`config.mk`:
```
export PLATFORM = sky130hd
export DESIGN_NAME = mem_sched
export DESIGN_NICKNAME = d
export VERILOG_FILES = /design/src/rtl/mem_sched_pkg.sv /design/src/rtl/mem_sched_rd_grant.sv /design/src/rtl/mem_sched.sv
export SDC_FILE = /design/constraint.sdc
export NUM_CORES = 1
export LEC_CHECK = 0
export ABC_AREA = 1
export CORE_AREA = 2 2 205 207
export CTS_BUF_LIST = sky130_fd_sc_hd__clkbuf_4
export DETAILED_ROUTE_END_ITERATION = 8
export DIE_AREA = 0 0 207 209
export GPL_ROUTABILITY_DRIVEN = 1
export SYNTH_ARGS = -nofsm -noshare
export SYNTH_HDL_FRONTEND = slang
export SYNTH_SLANG_ARGS = --single-unit
```
`constraint.sdc`:
```
create_clock -name clk -period 7.45 [get_ports clk]
set_input_delay 1.49 -clock clk [delete_from_list [all_inputs] [get_ports clk]]
set_output_delay 1.49 -clock clk [all_outputs]
set_load 0.01 [all_outputs]
```
`src/rtl/mem_sched_pkg.sv`:
```
// Shared definitions for the memory scheduler: requester IDs and FSM states.
package mem_sched_pkg;

    localparam logic [1:0] ID_IC = 2'd0;
    localparam logic [1:0] ID_DC = 2'd1;
    localparam logic [1:0] ID_UC = 2'd2;

    localparam int unsigned NUM_RD = 3;

    typedef enum logic [1:0] {
        R_IDLE,
        R_ADDR,
        R_WAIT,
        R_DONE
    } rd_state_t;

    typedef enum logic [1:0] {
        W_IDLE,
        W_ADDR,
        W_WAIT,
        W_DONE
    } wr_state_t;

    // Requester ID of a one-hot read grant (bit 0 icache, 1 dcache, 2 uncache).
    function automatic logic [1:0] gnt_to_id(input logic [2:0] gnt);
        logic [1:0] id;
        id = ID_IC;
        if (gnt[1]) id = ID_DC;
        if (gnt[2]) id = ID_UC;
        return id;
    endfunction

endpackage

```
`src/rtl/mem_sched_rd_grant.sv`:
```
// Read grant selection for three requesters. Round-robin when ARB_RR_EN is
// defined, otherwise fixed priority icache > dcache > uncache.
module rd_grant
    import mem_sched_pkg::*;
(
    input  logic       clk,
    input  logic       rst,
    input  logic [2:0] req_i,
    input  logic       take_i,
    output logic [2:0] gnt_o
);

`ifdef ARB_RR_EN
    // Index of the requester with highest priority this round.
    logic [1:0] ptr_q, ptr_d;
    logic [1:0] idx;
    logic       found;

    // Rotating priority search starting at the pointer.
    always_comb begin
        gnt_o = '0;
        found = 1'b0;
        idx   = '0;
        for (int unsigned k = 0; k < NUM_RD; k++) begin
            idx = 2'((int unsigned'(ptr_q) + k) % NUM_RD);
            if (!found && req_i[idx]) begin
                gnt_o[idx] = 1'b1;
                found      = 1'b1;
            end
        end
    end

    // Pointer moves to the requester after the one just granted.
    always_comb begin
        ptr_d = ptr_q;
        if (take_i) begin
            case (gnt_o)
                3'b001:  ptr_d = 2'd1;
                3'b010:  ptr_d = 2'd2;
                3'b100:  ptr_d = 2'd0;
                default: ptr_d = ptr_q;
            endcase
        end
    end

    // Pointer register, starts at icache.
    always_ff @(posedge clk or posedge rst) begin
        if (rst) ptr_q <= '0;
        else     ptr_q <= ptr_d;
    end
`else
    // Fixed priority: lowest index wins.
    always_comb begin
        gnt_o = '0;
        if (req_i[0])      gnt_o[0] = 1'b1;
        else if (req_i[1]) gnt_o[1] = 1'b1;
        else if (req_i[2]) gnt_o[2] = 1'b1;
    end

    logic unused_fixed;
    assign unused_fixed = ^{clk, rst, take_i};
`endif

endmodule

```
`src/rtl/mem_sched.sv`:
```
// Memory scheduler: arbitrates icache/dcache/uncached reads onto one read
// channel and dcache/uncached writes onto one write channel. Optional macro
// ARB_RR_EN selects round-robin read arbitration.
module mem_sched
    import mem_sched_pkg::*;
#(
    parameter int unsigned ADDR_W = 32,
    parameter int unsigned DATA_W = 64
) (
    input  logic              clk,
    input  logic              rst,
    input  logic              ic_req_i,
    input  logic [ADDR_W-1:0] ic_addr_i,
    output logic              ic_done_o,
    input  logic              dc_rreq_i,
    input  logic              dc_wreq_i,
    input  logic [ADDR_W-1:0] dc_addr_i,
    input  logic [DATA_W-1:0] dc_wdata_i,
    input  logic [7:0]        dc_mask_i,
    output logic              dc_rdone_o,
    output logic              dc_wdone_o,
    input  logic              uc_rreq_i,
    input  logic              uc_wreq_i,
    input  logic [ADDR_W-1:0] uc_addr_i,
    input  logic [DATA_W-1:0] uc_wdata_i,
    input  logic [7:0]        uc_mask_i,
    output logic              uc_rdone_o,
    output logic              uc_wdone_o,
    output logic [DATA_W-1:0] rdata_o,
    output logic              ar_e_o,
    output logic [1:0]        ar_id_o,
    output logic [ADDR_W-1:0] ar_addr_o,
    input  logic              ar_ready_i,
    input  logic              r_over_i,
    input  logic [1:0]        r_id_i,
    input  logic [DATA_W-1:0] r_data_i,
    output logic              aw_e_o,
    output logic [ADDR_W-1:0] aw_addr_o,
    output logic [DATA_W-1:0] w_data_o,
    output logic [7:0]        w_mask_o,
    input  logic              aw_ready_i,
    input  logic              b_over_i
);

    rd_state_t         rd_state_q;
    wr_state_t         wr_state_q;

    logic              ar_e_q;
    logic [1:0]        ar_id_q;
    logic [ADDR_W-1:0] ar_addr_q;
    logic [2:0]        rdone_q;
    logic [DATA_W-1:0] rdata_q;

    logic              aw_e_q;
    logic              wr_dc_q;
    logic [ADDR_W-1:0] aw_addr_q;
    logic [DATA_W-1:0] w_data_q;
    logic [7:0]        w_mask_q;
    logic [1:0]        wdone_q;

    logic              wr_holds_dc;
    logic              dc_rd_ok;
    logic [2:0]        rd_req;
    logic [2:0]        rd_gnt;
    logic              rd_take;
    logic [ADDR_W-1:0] gnt_addr;

    // A dcache refill waits until any pending or in-flight writeback is done.
    assign wr_holds_dc = (wr_state_q != W_IDLE) && wr_dc_q;
    assign dc_rd_ok    = dc_rreq_i && !dc_wreq_i && !wr_holds_dc;
    assign rd_req      = {uc_rreq_i, dc_rd_ok, ic_req_i};
    assign rd_take     = (rd_state_q == R_IDLE) && (rd_gnt != 3'b000);

    rd_grant u_rd_grant (
        .clk    (clk),
        .rst    (rst),
        .req_i  (rd_req),
        .take_i (rd_take),
        .gnt_o  (rd_gnt)
    );

    // Address of the requester the arbiter is currently granting.
    always_comb begin
        gnt_addr = '0;
        case (rd_gnt)
            3'b001:  gnt_addr = ic_addr_i;
            3'b010:  gnt_addr = dc_addr_i;
            3'b100:  gnt_addr = uc_addr_i;
            default: gnt_addr = '0;
        endcase
    end

    // Read FSM with registered channel outputs and done pulses.
    always_ff @(posedge clk or posedge rst) begin
        if (rst) begin
            rd_state_q <= R_IDLE;
            ar_e_q     <= 1'b0;
            ar_id_q    <= '0;
            ar_addr_q  <= '0;
            rdone_q    <= '0;
            rdata_q    <= '0;
        end else begin
            rdone_q <= '0;
            case (rd_state_q)
                R_IDLE: begin
                    if (rd_take) begin
                        rd_state_q <= R_ADDR;
                        ar_e_q     <= 1'b1;
                        ar_id_q    <= gnt_to_id(rd_gnt);
                        ar_addr_q  <= gnt_addr;
                    end
                end
                R_ADDR: begin
                    if (ar_ready_i) begin
                        rd_state_q <= R_WAIT;
                        ar_e_q     <= 1'b0;
                    end
                end
                R_WAIT: begin
                    if (r_over_i && (r_id_i == ar_id_q)) begin
                        rd_state_q <= R_DONE;
                        rdata_q    <= r_data_i;
                        rdone_q    <= {ar_id_q == ID_UC, ar_id_q == ID_DC, ar_id_q == ID_IC};
                    end
                end
                R_DONE:  rd_state_q <= R_IDLE;
                default: rd_state_q <= R_IDLE;
            endcase
        end
    end

    // Write FSM, dcache writeback always wins over uncached write.
    always_ff @(posedge clk or posedge rst) begin
        if (rst) begin
            wr_state_q <= W_IDLE;
            aw_e_q     <= 1'b0;
            wr_dc_q    <= 1'b0;
            aw_addr_q  <= '0;
            w_data_q   <= '0;
            w_mask_q   <= '0;
            wdone_q    <= '0;
        end else begin
            wdone_q <= '0;
            case (wr_state_q)
                W_IDLE: begin
                    if (dc_wreq_i || uc_wreq_i) begin
                        wr_state_q <= W_ADDR;
                        aw_e_q     <= 1'b1;
                        wr_dc_q    <= dc_wreq_i;
                        aw_addr_q  <= dc_wreq_i ? dc_addr_i  : uc_addr_i;
                        w_data_q   <= dc_wreq_i ? dc_wdata_i : uc_wdata_i;
                        w_mask_q   <= dc_wreq_i ? dc_mask_i  : uc_mask_i;
                    end
                end
                W_ADDR: begin
                    if (aw_ready_i) begin
                        wr_state_q <= W_WAIT;
                        aw_e_q     <= 1'b0;
                    end
                end
                W_WAIT: begin
                    if (b_over_i) begin
                        wr_state_q <= W_DONE;
                        wdone_q    <= {!wr_dc_q, wr_dc_q};
                    end
                end
                W_DONE:  wr_state_q <= W_IDLE;
                default: wr_state_q <= W_IDLE;
            endcase
        end
    end

    assign ic_done_o  = rdone_q[0];
    assign dc_rdone_o = rdone_q[1];
    assign uc_rdone_o = rdone_q[2];
    assign rdata_o    = rdata_q;
    assign ar_e_o     = ar_e_q;
    assign ar_id_o    = ar_id_q;
    assign ar_addr_o  = ar_addr_q;

    assign dc_wdone_o = wdone_q[0];
    assign uc_wdone_o = wdone_q[1];
    assign aw_e_o     = aw_e_q;
    assign aw_addr_o  = aw_addr_q;
    assign w_data_o   = w_data_q;
    assign w_mask_o   = w_mask_q;

endmodule

```
==> results of run 1 <==
[layer usage]
| layer | track usage, % | up-vias | wire length, µm | share of wire, % |
|---|---|---|---|---|
| li1 | - | 4990 | - | - |
| met1 | 22.6 | 4836 | 16600 | 42 |
| met2 | 28.9 | 483 | 18600 | 47 |
| met3 | 5.58 | 65 | 3250 | 8.2 |
| met4 | 6.26 | 2 | 1020 | 2.6 |
| met5 | 0 | - | 12 | 0.030 |
[worst min-delay path: stages, from the launching register on]
cell     delay [ns]
dfrtp_1        0.34
nand2_1        0.05
nand2_1        0.05
[report_power, final]
| part | switching, mW | internal (mW) |
|---|---|---|
| logic | 1.26 | 1.39 |
| registers | 0.319 | 1.71 |
| clock network | 0.539 | 0.529 |
[per-stage QoR]
| step | hold slack (ns) | utilization [%] | total power [mW] |
|---|---|---|---|
| after global placement | 0.463 | 37.4 | 4.68 |
| after detailed placement | 0.465 | 37.4 | 4.72 |
| after global routing | 0.504 | 39.3 | 6.17 |
| after floorplan | 0.442 | - | 3.19 |
| after CTS | 0.481 | 39.2 | 5.84 |
| final | 0.480 | 39.3 | 5.74 |
[flip-flops by register name (all words and copies together) (netlist names)]
register / flops
rd_state_q: 2
wr_state_q: 2
ar_id_o: 2
rdone_q: 3
wr_dc_q: 1
wdone_q: 2
aw_addr_o: 32
aw_e_o: 1
rdata_o: 64
w_mask_o: 8
w_data_o: 64
ar_addr_o: 32
ar_e_o: 1
[cells in the mapped netlist]
master	number
nor2_1	109
o21ai_2	8
nand3_1	34
nand2_2	2
a21oi_4	1
o211ai_1	2
buf_1	1
nand4_1	32
nor2_4	1
a21oi_2	1
clkbuf_1	33
nand4_2	1
nand2_1	447
o21ai_1	31
inv_2	5
a31oi_1	104
ha_1	6
nand3_2	1
o21ai_0	34
inv_4	1
buf_2	17
buf_4	16
a21oi_1	4
dfrtp_1	214
or2_2	2
inv_1	87
buf_6	15
nor3_1	6
[path summary, 6_finish.rpt]
kind / from / end / slack, ns
hold / removal: ar_addr_o[6] / ar_addr_o[6] / 0.48
max in group asynchronous: rst / rdone_q[2] / 4.94
hold reg to reg: ar_addr_o[6] / ar_addr_o[6] / 0.48
min in group asynchronous: rst / rdata_o[62] / 1.20
setup / recovery: ic_req_i / ar_addr_o[25] / 3.81
setup reg to reg: wr_state_q[0] / ar_addr_o[25] / 4.36
[area by class of cell]
class                   instances  area, µm²  share of cell area [%]
clock inverters                33        160                   0.988
inverters                      93        359                    2.22
well taps                     539        674                    4.16
flip-flops and latches        214       5360                    33.0
multi-input cells             826       3740                    23.1
diodes                          2       5.00                  0.0309
repair buffers                533       5330                    32.9
clock buffers                  78        586                    3.61
[cells in the final DEF, fill, tap and decap left out]
cell type	n
bufinv_16	1
inv_1	86
buf_12	1
o21ai_0	34
nand2_1	447
inv_8	1
o211ai_1	2
o21ai_1	31
nand2_2	2
nor3_1	6
dfrtp_1	214
inv_2	7
buf_4	8
nand3_1	34
clkdlybuf4s50_1	524
clkbuf_4	78
a21oi_1	4
a31oi_1	104
or2_2	2
o21ai_2	8
nand4_1	32
nor2_1	109
inv_4	1
a21oi_4	2
clkinv_2	8
diode_2	2
clkinv_1	22
nor2_4	1
ha_1	6
nand3_2	1
nand4_4	1
[kinds of logic after synthesis]
family | after synthesis | share of synthesized area [%]
simple gates | 635 | 25.6
flops | 214 | 53.9
compound gates | 185 | 11.1
buf+inv | 175 | 8.59
fa+ha+maj | 6 | 0.756
==> flow_summary.ini, run 1 <==
[yosys]
ys_ff_latch = 214
synth_top_cell_area_share_pct = 53.9
synth.distinct_cells = 28
syn_area_um2 = 9940
avgSynthCellArea_um2 = 8.18
yosysWarnings = 0
yosysSeqAreaShare_pct = 53.9
syn_nets = 1538
synthTopCellsByArea = dfrtp_1 (54%), nand2_1 (17%), a31oi_1 (6.5%), nor2_1 (4.1%), inv_1 (3.3%)
yosys.area.top_type = dfrtp_1
synth_cells = 1215

[global_routing]
grt_pass1_vias = 10300
grt_pass1_wl_um = 60900
grt_max_degree = 139
grtUsageTotal_pct = 17.9
grt-ovfl-total = 0
antenna_found_initial = 3

[worst_setup_path]
critPathBufInv = 4
endpoint_kind = flip-flop
cp.required_ns = 8.07
critPathKind = input port to flip-flop
crit_cells = 8
cpMaxStageDelayCell = nand2_2
cpPeakStageDelay_ns = 0.59
critical_path.top_delay_family = buffers and inverters
arrival_ns = 4.27
path_cells = clkdlybuf4s50_1 -> buf_4 -> inv_2 -> nand3_1 -> nand2_2 -> inv_2 -> nand2_1 -> nand2_1
crit_fanout = 36
r2r_cells = 10
startpoint_type = input port

[min_path]
hold_depth = 2
hp-class = flip-flop to flip-flop

[routing]
drtIter0Drc = 585
drcViolationCount = 0
first_pass_iters = 5
avgViaCountPerCell = 4.48
drt-total-wl_um = 39500
wl_per_cell_um = 17.0
ant_nets = 0
dr_total_vias = 10400

[timing]
period_minus_slack_ns = 3.64
worst_slew_pin_slew_ns = 0.952
setup_viol = 0
hold_viol = 0
maxClockFrequency_ghz = 0.274
setup_ws_ns = 3.81
finClkSkew_ns = 0.0368
period_share_pct = 48.9
slew_viol_final = 0
slew_headroom_pct = 36.5
rsz0062_at_grt = false
tns_ns = 0

[pwr]
irDropWorstVdd_v = 0.000143
power.density_nw_per_um2 = 354
cellLeakagePower_nw = 7.28

[cts]
cts_buffers = 60
cts_root_buf = clkbuf_4
clock_sinks = 214
clkTransAtPathRegs_ns = 0.06
cts_buffer_depth = 3
clock_latency_ns = 0.77
post_cts_resize_count = 0
cts_tree = done
htreeDepth = 2
hold_buffers = 0
post_cts_buffers = 0

[job]
drv_cap = 0

[final_layout]
final_cells = 2318
design_area_um2 = 16200
drive_gt1_share_pct = 6.87
nNetsFinal = 2051
area_delta_synth_final_pct = 63.1
fillers = 4231

[floorplan]
die_x_um = 207
die_y_um = 209
coreArea_um2 = 41300
ios = 526
start_util_pct = 24.1
num_rows = 75
fp.dieArea_um2 = 43300

[place]
dp.cells = 2205
io_buffers = 525
placed_cell_area_um2 = 15500
hpwl_um = 28800
pre_cts_ws_ns = 2.97
finalWeightedCongestion = 0.907

[status]
status = finished, final reports clean
Note: power is estimated with default switching activity, not from simulation.
==> inputs of run 2 (changes only) <==
CORE_AREA = 2 2 203 205   (was 2 2 205 207)
DIE_AREA = 0 0 205 207   (was 0 0 207 209)
clock period = 3.8 ns   (was 7.45 ns; I/O delays follow)
==> flow_summary.ini, run 2 (synthesized netlist as in run 1, its figures left out) <==
[routing]
wl_met1_um = 16400
drcViolationCount = 0
dr_total_vias = 10400
drtIter0Drc = 564
routed.top_layer = met4
avgViaCountPerCell = 4.47
ant_nets = 0
first_pass_iters = 4
wl_per_cell_um = 17.4
dr_wl_met2_um = 19200
drt-total-wl_um = 40500
wl_met3_um = 3740

[worst_setup_path]
critical_path.top_delay_family = buffers and inverters
path_cells = clkdlybuf4s50_1
startpoint_type = flip-flop
crit_fanout = 6
cpPeakStageDelay_ns = 0.66
critPathBufInv = 1
arrival_ns = 1.97
endpoint_kind = output port
cpMaxStageDelayCell = clkdlybuf4s50_1
critPathKind = flip-flop to output port
cp.required_ns = 3.04

[status]
status = finished, final reports clean

[cts]
hold_buffers = 0
clock_latency_ns = 0.78
clkTransAtPathRegs_ns = 0.07
cts_buffer_depth = 3
htreeDepth = 2
cts_buffers = 61
cts_tree = done
cts_root_buf = clkbuf_4
post_cts_buffers = 0
post_cts_resize_count = 0
clock_sinks = 214

[timing]
worst_slew_pin_slew_ns = 0.924
maxClockFrequency_ghz = 0.366
tns_ns = 0
hold_viol = 0
period_share_pct = 71.9
setup_viol = 0
rsz0062_at_grt = false
period_minus_slack_ns = 2.73
finClkSkew_ns = 0.0345
slew_headroom_pct = 38.4
slew_viol_final = 0

[place]
finalWeightedCongestion = 0.820
hpwl_um = 29700
io_buffers = 525

[floorplan]
die_x_um = 205
fp.dieArea_um2 = 42400
die_y_um = 207
start_util_pct = 24.6
num_rows = 74
ios = 526
coreArea_um2 = 40400

[final_layout]
most-common-layout-cells = clkdlybuf4s50_1 (524), nand2_1 (447), dfrtp_1 (214)
utilization_pct = 40.6
nNetsFinal = 2066
layout_commonest_cell = clkdlybuf4s50_1
fillers = 4195
area_delta_synth_final_pct = 65.2
drive_gt1_share_pct = 7.93

[pwr]
clkPwrFrac_pct = 19.3
switchingPower_mw = 4.22
cellLeakagePower_nw = 7.38
combPwrFrac_pct = 46.2
irDropWorstVdd_v = 0.000288
swShare_pct = 36.6
seq_power_share_pct = 34.5
power.density_nw_per_um2 = 703
intPower_mw = 7.31

[global_routing]
antenna_found_initial = 3
grt_max_degree = 100
grt_pass1_wl_um = 61700
grt-ovfl-total = 0
grt_pass1_vias = 10400
grtUsageTotal_pct = 18.8

[job]
drv_cap = 0

[min_path]
hp-class = input port to flip-flop
==> run 2: power by group through the flow <==
stage / Clock [mW] / Combinational [mW] / Sequential [mW]
final: 2.23 / 5.32 / 3.98
after global routing: 2.45 / 5.81 / 4.11
after CTS: 2.33 / 5.40 / 3.98
after detailed placement: 0 / 5.39 / 4.01
after global placement: 0 / 5.32 / 3.98
after floorplan: 0 / 1.87 / 4.39
==> run 2: per-layer routing <==
metal  vias up  GRT usage (%)
li1       5029              -
met1      4841           22.8
met2       454           31.3
met3        73           6.09
met4         0           6.20
met5         -              0
==> run 2: area by class of cell <==
class,instances,area (µm²),share of cell area (%)
Timing Repair Buffer,547,5490,33.5
Sequential cell,214,5360,32.6
Multi-Input combinational cell,826,3740,22.8
Clock buffer,92,691,4.21
Tap cell,532,666,4.06
Inverter,93,355,2.17
Clock inverter,18,96.3,0.587
Antenna cell,4,10.0,0.0610
==> run 2: stage by stage <==
stage	power, mW	setup slack (ns)	cells	hold slack (ns)	instance area, µm²
global route	12.4	0.902	2325	0.367	16400
global placement	9.30	1.10	2212	0.463	15600
CTS	11.7	0.930	2322	0.306	16400
detailed placement	9.40	1.09	2212	0.464	15600
finish	11.5	1.07	2326	0.415	16400
floorplan	6.26	0.256	1215	0.442	9940
==> run 2: worst paths after layout <==
| kind | startpoint | end | slack, ns | cells after the start |
|---|---|---|---|---|
| min in group asynchronous | rst | w_data_o[46] | 0.49 | 3 |
| max in group asynchronous | rst | rd_state_q[0] | 2.47 | 3 |
| worst max-delay path | ar_id_o[0] | ar_id_o[0] | 1.07 | 1 |
| worst max register to register | wr_state_q[0] | ar_addr_o[18] | 1.45 | 11 |
| worst min register to register | ar_addr_o[4] | ar_addr_o[4] | 0.48 | 2 |
| worst min-delay path | dc_wreq_i | ar_id_o[0] | 0.41 | 4 |
